[config.mk]
export PLATFORM = sky130hd
export DESIGN_NAME = rf_wr_arbiter_flat
export DESIGN_NICKNAME = d
export VERILOG_FILES = /design/src/rtl/rf_wr_if.sv /design/src/rtl/rf_wr_arbiter.sv /design/src/flat_wrapper.sv
export SDC_FILE = /design/constraint.sdc
export NUM_CORES = 1
export LEC_CHECK = 0
export ABC_AREA = 1
export BUFFER_PORTS_ARGS = -buffer_cell sky130_fd_sc_hd__buf_2
export CORE_MARGIN = 1
export CORE_UTILIZATION = 35
export CTS_CLUSTER_DIAMETER = 80
export DETAILED_ROUTE_END_ITERATION = 12
export SYNTH_ARGS = -nofsm -noshare
export SYNTH_HDL_FRONTEND = slang
export SYNTH_SLANG_ARGS = --single-unit
export TNS_END_PERCENT = 100
[constraint.sdc]
create_clock -name clk -period 1.71 [get_ports clk]
set_input_delay 0 -clock clk [delete_from_list [all_inputs] [get_ports clk]]
set_output_delay 0 -clock clk [all_outputs]
set_load 0.02 [all_outputs]
[src/rtl/rf_wr_if.sv]
// Write-port bundle between the two register-file requesters, the arbiter and the register file.
// The slave modport is the arbiter's view; the master modport is the requester/observer view.
interface rf_wr_if #(
    parameter int DATA_W = 32,
    parameter int ADDR_W = 5
);
    logic              rq0_valid;
    logic              rq0_ready;
    logic [ADDR_W-1:0] rq0_dest;
    logic [DATA_W-1:0] rq0_data;
    logic              rq1_valid;
    logic              rq1_ready;
    logic [ADDR_W-1:0] rq1_dest;
    logic [DATA_W-1:0] rq1_data;
    logic              rg_wrt_en;
    logic [ADDR_W-1:0] rg_wrt_dest;
    logic [DATA_W-1:0] rg_wrt_data;
    logic              init_done;

    modport master (
        output rq0_valid, rq0_dest, rq0_data,
        output rq1_valid, rq1_dest, rq1_data,
        input  rq0_ready, rq1_ready,
        input  rg_wrt_en, rg_wrt_dest, rg_wrt_data, init_done
    );

    modport slave (
        input  rq0_valid, rq0_dest, rq0_data,
        input  rq1_valid, rq1_dest, rq1_data,
        output rq0_ready, rq1_ready,
        output rg_wrt_en, rg_wrt_dest, rg_wrt_data, init_done
    );
endinterface

[src/rtl/rf_wr_arbiter.sv]
// Round-robin write-port arbiter for the 32x32 register file with registered write outputs.
// Define RF_INIT_SEQ_EN to build the post-reset zero-fill sequencer (INIT state and counter).
module rf_wr_arbiter #(
    parameter int DATA_W = 32,
    parameter int ADDR_W = 5,
    parameter int NREG   = 32
) (
    input  logic   clk,
    input  logic   rst,
    rf_wr_if.slave bus
);

    if (NREG != (1 << ADDR_W)) begin : g_nreg_check
        $error("rf_wr_arbiter: NREG must equal 2**ADDR_W");
    end

    logic              g0_s;
    logic              g1_s;
    logic              arb_s;
    logic              done_nxt_s;
    logic              last_grant_r;
    logic              last_grant_nxt_s;
    logic              en_r;
    logic              en_nxt_s;
    logic [ADDR_W-1:0] dest_r;
    logic [ADDR_W-1:0] dest_nxt_s;
    logic [DATA_W-1:0] data_r;
    logic [DATA_W-1:0] data_nxt_s;
    logic              done_r;

`ifdef RF_INIT_SEQ_EN
    typedef enum logic {
        ST_INIT = 1'b0,
        ST_ARB  = 1'b1
    } state_t;

    localparam logic [ADDR_W-1:0] LAST_IDX = ADDR_W'(NREG - 1);
    localparam logic              DONE_RST = 1'b0;

    state_t            state_r;
    state_t            state_nxt_s;
    logic [ADDR_W-1:0] cnt_r;
    logic [ADDR_W-1:0] cnt_nxt_s;

    // State and zero-fill counter registers
    always_ff @(posedge clk or posedge rst) begin
        if (rst) begin
            state_r <= ST_INIT;
            cnt_r   <= {ADDR_W{1'b0}};
        end else begin
            state_r <= state_nxt_s;
            cnt_r   <= cnt_nxt_s;
        end
    end

    // Next state: sweep every register once, then settle in ARB for good
    always_comb begin
        state_nxt_s = state_r;
        cnt_nxt_s   = cnt_r;
        case (state_r)
            ST_INIT: begin
                cnt_nxt_s = cnt_r + ADDR_W'(1);
                if (cnt_r == LAST_IDX) begin
                    state_nxt_s = ST_ARB;
                end else begin
                    state_nxt_s = ST_INIT;
                end
            end
            ST_ARB:  state_nxt_s = ST_ARB;
            default: state_nxt_s = ST_INIT;
        endcase
    end

    assign arb_s      = (state_r == ST_ARB);
    assign done_nxt_s = (state_nxt_s == ST_ARB);
`else
    localparam logic DONE_RST = 1'b1;

    assign arb_s      = 1'b1;
    assign done_nxt_s = 1'b1;
`endif

    // Grant: a lone requester wins; on a tie the one not granted last time wins
    always_comb begin
        g0_s = 1'b0;
        g1_s = 1'b0;
        if (arb_s) begin
            case ({bus.rq1_valid, bus.rq0_valid})
                2'b01: g0_s = 1'b1;
                2'b10: g1_s = 1'b1;
                2'b11: begin
                    if (last_grant_r) begin
                        g0_s = 1'b1;
                    end else begin
                        g1_s = 1'b1;
                    end
                end
                default: begin
                    g0_s = 1'b0;
                    g1_s = 1'b0;
                end
            endcase
        end else begin
            g0_s = 1'b0;
            g1_s = 1'b0;
        end
    end

    // Next write-port contents; writes to x0 are consumed but never enabled
    always_comb begin
        en_nxt_s         = 1'b0;
        dest_nxt_s       = dest_r;
        data_nxt_s       = data_r;
        last_grant_nxt_s = last_grant_r;
`ifdef RF_INIT_SEQ_EN
        if (!arb_s) begin
            en_nxt_s   = 1'b1;
            dest_nxt_s = cnt_r;
            data_nxt_s = {DATA_W{1'b0}};
        end else
`endif
        if (g0_s) begin
            en_nxt_s         = (bus.rq0_dest != {ADDR_W{1'b0}});
            dest_nxt_s       = bus.rq0_dest;
            data_nxt_s       = bus.rq0_data;
            last_grant_nxt_s = 1'b0;
        end else if (g1_s) begin
            en_nxt_s         = (bus.rq1_dest != {ADDR_W{1'b0}});
            dest_nxt_s       = bus.rq1_dest;
            data_nxt_s       = bus.rq1_data;
            last_grant_nxt_s = 1'b1;
        end else begin
            en_nxt_s = 1'b0;
        end
    end

    // Registered write port, grant history and init_done flag
    always_ff @(posedge clk or posedge rst) begin
        if (rst) begin
            en_r         <= 1'b0;
            dest_r       <= {ADDR_W{1'b0}};
            data_r       <= {DATA_W{1'b0}};
            last_grant_r <= 1'b1;
            done_r       <= DONE_RST;
        end else begin
            en_r         <= en_nxt_s;
            dest_r       <= dest_nxt_s;
            data_r       <= data_nxt_s;
            last_grant_r <= last_grant_nxt_s;
            done_r       <= done_nxt_s;
        end
    end

    assign bus.rq0_ready   = g0_s;
    assign bus.rq1_ready   = g1_s;
    assign bus.rg_wrt_en   = en_r;
    assign bus.rg_wrt_dest = dest_r;
    assign bus.rg_wrt_data = data_r;
    assign bus.init_done   = done_r;

endmodule

[src/flat_wrapper.sv]
// flat-port wrapper written by rule: the top's interface ports become plain ports
module rf_wr_arbiter_flat 
#(
    parameter int DATA_W = 32,
    parameter int ADDR_W = 5,
    parameter int NREG   = 32
)
  (clk, rst, bus_rq0_valid, bus_rq0_dest, bus_rq0_data, bus_rq1_valid, bus_rq1_dest, bus_rq1_data, bus_rq0_ready, bus_rq1_ready, bus_rg_wrt_en, bus_rg_wrt_dest, bus_rg_wrt_data, bus_init_done);
  rf_wr_if #(.DATA_W(DATA_W), .ADDR_W(ADDR_W)) bus_i ();
  input  logic clk;
  input  logic rst;
  input wire logic [$bits(bus_i.rq0_valid)-1:0] bus_rq0_valid;
  input wire logic [$bits(bus_i.rq0_dest)-1:0] bus_rq0_dest;
  input wire logic [$bits(bus_i.rq0_data)-1:0] bus_rq0_data;
  input wire logic [$bits(bus_i.rq1_valid)-1:0] bus_rq1_valid;
  input wire logic [$bits(bus_i.rq1_dest)-1:0] bus_rq1_dest;
  input wire logic [$bits(bus_i.rq1_data)-1:0] bus_rq1_data;
  output wire logic [$bits(bus_i.rq0_ready)-1:0] bus_rq0_ready;
  output wire logic [$bits(bus_i.rq1_ready)-1:0] bus_rq1_ready;
  output wire logic [$bits(bus_i.rg_wrt_en)-1:0] bus_rg_wrt_en;
  output wire logic [$bits(bus_i.rg_wrt_dest)-1:0] bus_rg_wrt_dest;
  output wire logic [$bits(bus_i.rg_wrt_data)-1:0] bus_rg_wrt_data;
  output wire logic [$bits(bus_i.init_done)-1:0] bus_init_done;
  assign bus_i.rq0_valid = bus_rq0_valid;
  assign bus_i.rq0_dest = bus_rq0_dest;
  assign bus_i.rq0_data = bus_rq0_data;
  assign bus_i.rq1_valid = bus_rq1_valid;
  assign bus_i.rq1_dest = bus_rq1_dest;
  assign bus_i.rq1_data = bus_rq1_data;
  assign bus_rq0_ready = bus_i.rq0_ready;
  assign bus_rq1_ready = bus_i.rq1_ready;
  assign bus_rg_wrt_en = bus_i.rg_wrt_en;
  assign bus_rg_wrt_dest = bus_i.rg_wrt_dest;
  assign bus_rg_wrt_data = bus_i.rg_wrt_data;
  assign bus_init_done = bus_i.init_done;
  rf_wr_arbiter #(.DATA_W(DATA_W), .ADDR_W(ADDR_W), .NREG(NREG)) u_core (.clk(clk), .rst(rst), .bus(bus_i));
endmodule
==> results.tsv, run 1 <==
stage	metric	value	unit
outcome	run status	completed	
synth	Synth top cells by count	sky130_fd_sc_hd__nand2_1, sky130_fd_sc_hd__inv_1, sky130_fd_sc_hd__nand3_1, sky130_fd_sc_hd__dfrtp_1	
hold_path	Hold Crit Class	primary input to flop	
synth	fraction of synthesized cell area taken by the top area cell type	42.3	%
synth	post-synthesis adder-cell area fraction	0	%
critical_path	cell chain of the critical path	inv_1, nand2_1, nand2_1, inv_1, buf_2	
final_layout	Final #Nets	524	
routing	Routed WL	6.07	mm
routing	number of vias in the routed layout	2324	
synth	combinational family with the most area after synthesis	simple AND/OR/NAND/NOR gates	
critical_path	worst reg2reg endpoint	u_core.bus.rg_wrt_data[23]	
die	area enclosed by the die boundary	6740	um2
critical_path	Critical Path End	bus_rq0_ready	
placed_design	cell total after placement	513	
pwr	clock network power share	25.3	%
critical_path	CP max FO	9	
critical_path	element type at the critical path end	primary output	
final_layout	final cell utilization of the core	48.6	%
sta	worst slew slack as a fraction of its limit	56.7	%
synth	sequential element share of the synthesized area	43.5	%
critical_path	WP buf/inv	3	
sta	setup repair after global routing missed its margin	false	
die	Core Footprint	6060	um2
die	Die Width	82.1	um
routing	post-detailed-route DRC marker count	0	
cts	Root Buffer	sky130_fd_sc_hd__clkbuf_8	
die	Initial Util	37.1	%
synth	most instantiated library cell after synthesis	sky130_fd_sc_hd__nand2_1	
final_layout	proportion of layout cells with a drive suffix above 1	29.6	%
critical_path	type of the worst setup path	flop to primary output	
sta	Total Neg Setup Slack	0	ps
routing	drt first-iter violations	89	
final_layout	Non-Filler Instances	521	
final_layout	area growth from synthesis to layout	31.1	%
cts	TritonCTS Buffers	5	
synth	Syn Std Cell Area	2250	um2
synth	simple-gate share of the synthesized area	36.5	%
grt	via count of the first global-routing pass	2172	
final_layout	number of diodes added for antenna fixing	0	
synth	number of enable-type register cells in the synthesized netlist	0	
synth	ys async rst share	100	%
grt	total gr overflow	0	
critical_path	Worst path top cell family by delay	flip-flops	
pwr	internal portion of total power	1610	uW
synth	register bit count reported by yosys	39	
critical_path	cell at the slowest stage of the critical path	sky130_fd_sc_hd__dfstp_2	
pwr	portion of total power attributed to combinational logic	29.4	%
synth	xor/xnor share of the synthesized area	0	%
critical_path	Crit path arrival time	1440	ps
sta	slew at the pin closest to its max-slew limit	649	ps
grt	total global-route track usage	19.4	%
synth	main flop type after synthesis	sky130_fd_sc_hd__dfrtp_1	
synth	cell types occupying the most area after synthesis	sky130_fd_sc_hd__dfrtp_1, sky130_fd_sc_hd__nand2_1, sky130_fd_sc_hd__nand3_1, sky130_fd_sc_hd__inv_1, sky130_fd_sc_hd__buf_4	
critical_path	Setup crit start kind	flop	
cts	depth of the CTS H-tree	2	
routing	average routed wire per standard cell	11.6	um
die	number of rows in the core area	28	
synth	number of nets produced by synthesis	414	
cts	clock-pin slew on the worst setup and hold paths	70	ps
synth	post-synthesis mux area share	0	%
pwr	reported net switching power	815	uW
routing	number of search-and-repair iterations in the first detailed-routing pass	4	
pwr	worst vdd ir	0.344	mV
cts	clock latency reported for the late side of the worst-skew pair	280	ps
placed_design	half-perimeter wire length of the detailed placement result	4.19	mm
routing	post-detailed-route via-to-cell ratio	4.46	
grt	global-route wire length before repair	9.94	mm
pwr	power density over cell area	824	nW/um2
synth	distinct cell type count after synthesis	14	
cts	clock sink total	39	
pwr	proportion of total power due to net switching	33.6	%
sta	max-slew violation total from the final report	0	
critical_path	depth of the critical timing path with buffers and inverters included	5	
critical_path	crit-path max cell delay	530	ps
synth	mean instance size in the synthesized netlist	6.69	um2
placed_design	final weighted congestion in routability-driven placement	0.732	
sta	Hold Violations, Final	0	
pwr	Static Leakage	0.00190	uW
sta	maximum achievable frequency	695	MHz
cts	clock tree from TritonCTS	built	
grt	antenna violations before repair	0	
die	number of placed I/O pins	119	
cts	Longest Clk Path Bufs	2	
pwr	sequential share of power	45.4	%
sta	final setup skew	7.35	ps
critical_path	startpoint of the lowest-slack register-to-register path	u_core.last_grant_r	
synth	fraction of the mapped netlist area in compound gates	0.891	%
synth	total number of yosys warnings	0	
critical_path	R2R Setup Slk	280	ps
critical_path	worst setup path startpoint	u_core.last_grant_r	
routing	count of antenna-violating nets left after detailed routing	0	
critical_path	worst r2r path cells	6	
synth	number of cells produced by synthesis	336	
sta	final critical-path required period	1440	ps
placed_design	total of buffers placed on input and output ports	117	
critical_path	Req. time, crit path	1710	ps
die	Die H	82.1	um
final_layout	fill count	675	
flow_run	max-cap violations	0	
sta	Final Setup Violations	0	
grt	largest net degree at the start of global routing	40	
synth	post-synthesis cell type with the largest combined area	sky130_fd_sc_hd__dfrtp_1	
sta	final worst path period share	84.2	%
-- state kept, by name, summed over array words and instances (netlist names) --
name and flops:
u_core.bus.rg_wrt_data 32, u_core.bus.rg_wrt_dest 5, u_core.bus.rg_wrt_en 1, u_core.last_grant_r 1
-- per-stage QoR --
stage / total power (uW) / setup WS [ps] / hold slack (ps) / area (um2)
floorplan: 1570 / 480 / 122 / 2250
global placement: 1830 / 299 / 145 / 2850
detailed placement: 1840 / 282 / 146 / 2850
CTS: 2470 / 244 / 3.21 / 2950
global route: 2600 / 113 / 13.2 / 2950
finish: 2430 / 271 / 8.59 / 2950
-- cell type report --
type	count	area [um2]	area share [%]
clock buffers	6	82.6	2.80
clock inverters	1	5.00	0.170
inverters	79	297	10.1
multi-input cells	198	846	28.7
flip-flops and latches	39	977	33.2
well taps	75	93.8	3.18
repair buffers	123	646	21.9
-- worst reg2reg max path, cell delays in order (launching register included) --
cell and delay [ps]:
sky130_fd_sc_hd__dfstp_2 530, sky130_fd_sc_hd__inv_1 40, sky130_fd_sc_hd__nand2_1 70, sky130_fd_sc_hd__buf_4 370
sky130_fd_sc_hd__nand3_1 130, sky130_fd_sc_hd__nand3_1 110, sky130_fd_sc_hd__nand2_1 60
-- worst min path at each step --
stage / depth (start not counted) / slack, ps / from / to
finish: 5 / 9 / bus_rq1_data[31] / u_core.bus.rg_wrt_data[31]
CTS: 5 / 3 / bus_rq1_data[24] / u_core.bus.rg_wrt_data[24]
global route: 5 / 10 / bus_rq1_data[24] / u_core.bus.rg_wrt_data[24]
detailed placement: 3 / 150 / rst / u_core.bus.rg_wrt_data[11]
floorplan: 2 / 120 / bus_rq1_valid / bus_rq1_ready
global placement: 3 / 150 / rst / u_core.bus.rg_wrt_data[11]
-- placed cells by master, fill, tap and decap left out --
master,instances
sky130_fd_sc_hd__buf_2,117
sky130_fd_sc_hd__nand2_1,116
sky130_fd_sc_hd__inv_1,77
sky130_fd_sc_hd__nand3_1,76
sky130_fd_sc_hd__dfrtp_1,38
sky130_fd_sc_hd__clkbuf_8,6
sky130_fd_sc_hd__buf_4,4
sky130_fd_sc_hd__o21ai_0,3
sky130_fd_sc_hd__nor2_2,1
sky130_fd_sc_hd__inv_2,1
sky130_fd_sc_hd__a21oi_1,1
sky130_fd_sc_hd__clkinv_1,1
sky130_fd_sc_hd__conb_1,1
sky130_fd_sc_hd__clkinv_2,1
sky130_fd_sc_hd__dlygate4sd3_1,1
sky130_fd_sc_hd__buf_12,1
sky130_fd_sc_hd__dfstp_2,1
-- kinds of logic after synthesis --
kind of cell / after synthesis
buffers and inverters: 99
other: 1
AO/OA/AOI/OAI: 4
AND/OR/NAND/NOR: 193
flip-flops: 39
-- metal layers --
metal	GRT usage [%]	vias up	routed length [um]
met2	31.3	68	2760
met4	4.74	0	74
met3	4.40	6	343
met1	26.2	1041	2900
li1	-	1209	-
met5	0	-	0
-- power by group through the flow --
stage / Clock, uW / Combinational [uW] / Sequential, uW
CTS: 640 / 725 / 1100
global route: 681 / 804 / 1120
detailed placement: 0 / 724 / 1110
global placement: 0 / 714 / 1120
floorplan: 0 / 315 / 1250
finish: 613 / 713 / 1100
-- timing repair --
| action | in CTS | in global routing |
|---|---|---|
| resized for setup | 0 | 0 |
| hold buffers | 1 | 0 |
| setup buffers | 0 | 0 |
| hold endpoints to repair | 38 | 0 |
Note: power is estimated with default switching activity, not from simulation.
==> run 2: changes to the inputs <==
--- a/config.mk
+++ b/config.mk
@@ -11,6 +11,7 @@
 export CORE_UTILIZATION = 35
 export CTS_CLUSTER_DIAMETER = 80
 export DETAILED_ROUTE_END_ITERATION = 12
+export PLACE_DENSITY = 0.67
 export SYNTH_ARGS = -nofsm -noshare
 export SYNTH_HDL_FRONTEND = slang
 export SYNTH_SLANG_ARGS = --single-unit
==> constraint.sdc (replaced) <==
create_clock -name clk -period 1.3 [get_ports clk]
set_input_delay 0 -clock clk [delete_from_list [all_inputs] [get_ports clk]]
set_output_delay 0 -clock clk [all_outputs]
set_load 0.02 [all_outputs]
==> results.tsv, run 2 (same netlist as run 1, synthesis figures left out) <==
stage	metric	value	unit	change
grt	met3 Usage GRT	4.07	%	-0.33 points
final_layout	area growth from synthesis to layout	41.5	%	
cts	TritonCTS Buffers	5		unchanged
sta	Final Setup Violations	12		+12
sta	worst slew slack as a fraction of its limit	51.7	%	-5.0 points
flow_run	max-cap violations	0		unchanged
die	Core Footprint	6060	um2	unchanged
routing	post-detailed-route via-to-cell ratio	4.50		+0.78%
grt	antenna violations before repair	0		unchanged
final_layout	post-layout instance area	3180	um2	+7.9%
die	Die H	82.1	um	unchanged
outcome	run status	finished with violations		
critical_path	element type at the critical path end	flop		
placed_design	Worst Setup Slack post-DPL	5.27	ps	-277 ps
grt	met1 Resource Use GR	24.8	%	-1.4 points
die	Initial Util	37.1	%	unchanged
routing	drt first-iter violations	132		+48%
final_layout	number of diodes added for antenna fixing	0		unchanged
routing	count of antenna-violating nets left after detailed routing	0		unchanged
cts	clock sink total	39		unchanged
sta	max-slew violation total from the final report	0		unchanged
routing	Routed WL	6.38	mm	+5.1%
cts	clock latency reported for the late side of the worst-skew pair	280	ps	about the same
sta	slew at the pin closest to its max-slew limit	723	ps	+74.4 ps
sta	final setup skew	7.59	ps	+0.247 ps
die	Die Width	82.1	um	unchanged
grt	met2 usage	34.5	%	+3.2 points
critical_path	CP max FO	5		-4
pwr	overall power consumption	3290	uW	+36%
final_layout	max FFs per register	32		unchanged
routing	number of vias in the routed layout	2396		+3.1%
sta	final worst path period share	103	%	
cts	Longest Clk Path Bufs	2		unchanged
die	number of placed I/O pins	119		unchanged
routing	post-detailed-route DRC marker count	0		unchanged
pwr	Static Leakage	0.00201	uW	+5.6%
cts	depth of the CTS H-tree	2		unchanged
cts	clock-pin slew on the worst setup and hold paths	80	ps	about the same
critical_path	Setup crit start kind	flop		
critical_path	Crit path arrival time	1560	ps	+120 ps
sta	Hold Violations, Final	0		unchanged
final_layout	proportion of layout cells with a drive suffix above 1	34.9	%	+5.3 points
grt	global-route wire length before repair	10.1	mm	+2.1%
sta	minimum hold slack	6.92	ps	-1.67 ps
sta	final critical-path required period	1340	ps	
pwr	power density over cell area	1030	nW/um2	+26%
routing	number of search-and-repair iterations in the first detailed-routing pass	5		+1
cts	clock tree from TritonCTS	built		
grt	GRT Max-Usage Layer	met2		
die	area enclosed by the die boundary	6740	um2	unchanged
die	number of rows in the core area	28		unchanged
final_layout	commonest cells after routing, fill and taps aside	sky130_fd_sc_hd__buf_2, sky130_fd_sc_hd__nand2_1, sky130_fd_sc_hd__inv_1		
placed_design	final weighted congestion in routability-driven placement	0.753		+2.9%
grt	via count of the first global-routing pass	2295		+5.7%
sta	maximum achievable frequency	746	MHz	
sta	post-route worst setup slack	-41.3	ps	-312 ps
grt	total gr overflow	0		unchanged
placed_design	placement-stage cell area	2900	um2	+1.8%
placed_design	half-perimeter wire length of the detailed placement result	4.41	mm	+5.2%
hold_path	Hold Crit Class	primary input to flop		
final_layout	fill count	623		-7.7%
cts	Root Buffer	sky130_fd_sc_hd__clkbuf_8		
final_layout	Final #Nets	535		+2.1%
critical_path	Req. time, crit path	1520	ps	-190 ps
outcome	violations in the final reports	negative setup slack		
sta	Total Neg Setup Slack	-269	ps	-269 ps
critical_path	type of the worst setup path	flop to flop		
placed_design	total of buffers placed on input and output ports	117		unchanged
routing	average routed wire per standard cell	12.0	um	+2.7%
pwr	worst vdd ir	0.441	mV	+28%
grt	total global-route track usage	19.9	%	+0.51 points
grt	largest net degree at the start of global routing	40		unchanged
sta	setup repair after global routing missed its margin	true		
final_layout	most common library cell in the layout ignoring fill and taps	sky130_fd_sc_hd__buf_2		
-- run 2: cell types whose count changed in the layout (fill, tap and decap cells not counted), sizes merged --
cell and delta:
dlygate4sd3 +1, clkbuf +2, buf +9
-- run 2: layer usage --
layer | wire (um) | share of wire, % | vias up
met5 | 0 | 0 | -
met4 | 43 | 0.67 | 0
met3 | 295 | 4.6 | 2
met2 | 3050 | 48 | 73
met1 | 2980 | 47 | 1085
li1 | - | - | 1236
-- run 2: critical path: stages (launching register included) --
cell	delay, ps
sky130_fd_sc_hd__dfstp_2	540
sky130_fd_sc_hd__inv_2	50
sky130_fd_sc_hd__nand2_4	90
sky130_fd_sc_hd__nand2_8	70
sky130_fd_sc_hd__buf_12	150
sky130_fd_sc_hd__clkbuf_16	150
sky130_fd_sc_hd__nand2_2	60
sky130_fd_sc_hd__nand3_2	50
sky130_fd_sc_hd__nand2_1	100
-- run 2: report_power, final --
| part | internal [uW] | switching, uW | leakage (uW) |
|---|---|---|---|
| clock | 376 | 392 | 0.0000422 |
| combinational | 425 | 647 | 0.00151 |
| sequential | 1370 | 82.3 | 0.000455 |
-- run 2: worst paths after layout --
| path | from | to | slack, ps | cells after the start |
|---|---|---|---|---|
| worst max-delay path | u_core.last_grant_r | u_core.bus.rg_wrt_data[22] | -40 | 8 |
| worst min-delay path | bus_rq1_data[0] | u_core.bus.rg_wrt_data[0] | 7 | 5 |
| worst max register to register | u_core.last_grant_r | u_core.bus.rg_wrt_data[22] | -40 | 8 |
| worst min register to register | u_core.bus.rg_wrt_data[24] | u_core.bus.rg_wrt_data[24] | 470 | 2 |
| max in group asynchronous | rst | u_core.last_grant_r | 720 | 4 |
| min in group asynchronous | rst | u_core.bus.rg_wrt_data[4] | 330 | 4 |
-- run 2: final cells by class --
type / count / area [um2] / area share [%]
Clock buffer: 7 / 76.3 / 2.40
Clock inverter: 1 / 5.00 / 0.157
Sequential cell: 39 / 977 / 30.7
Multi-Input combinational cell: 198 / 927 / 29.2
Tap cell: 75 / 93.8 / 2.95
Inverter: 79 / 302 / 9.48
Timing Repair Buffer: 134 / 800 / 25.1
-- run 2: per-stage QoR --
step / instances / util (%)
5_1_grt: 533 / 52.5
4_1_cts: 532 / 51.1
2_1_floorplan: 336 / -
3_3_place_gp: 518 / 47.8
3_5_place_dp: 518 / 47.8
6_report: 533 / 52.5
-- run 2: repair_timing --
item | in CTS | in global routing
pin swaps | 2 | 10
hold buffers | 2 | 0
hold endpoints to repair | 39 | 0
resized for setup | 13 | 18
endpoints found under the setup margin | 6 | 32
gates cloned | 1 | 1
setup buffers | 3 | 2
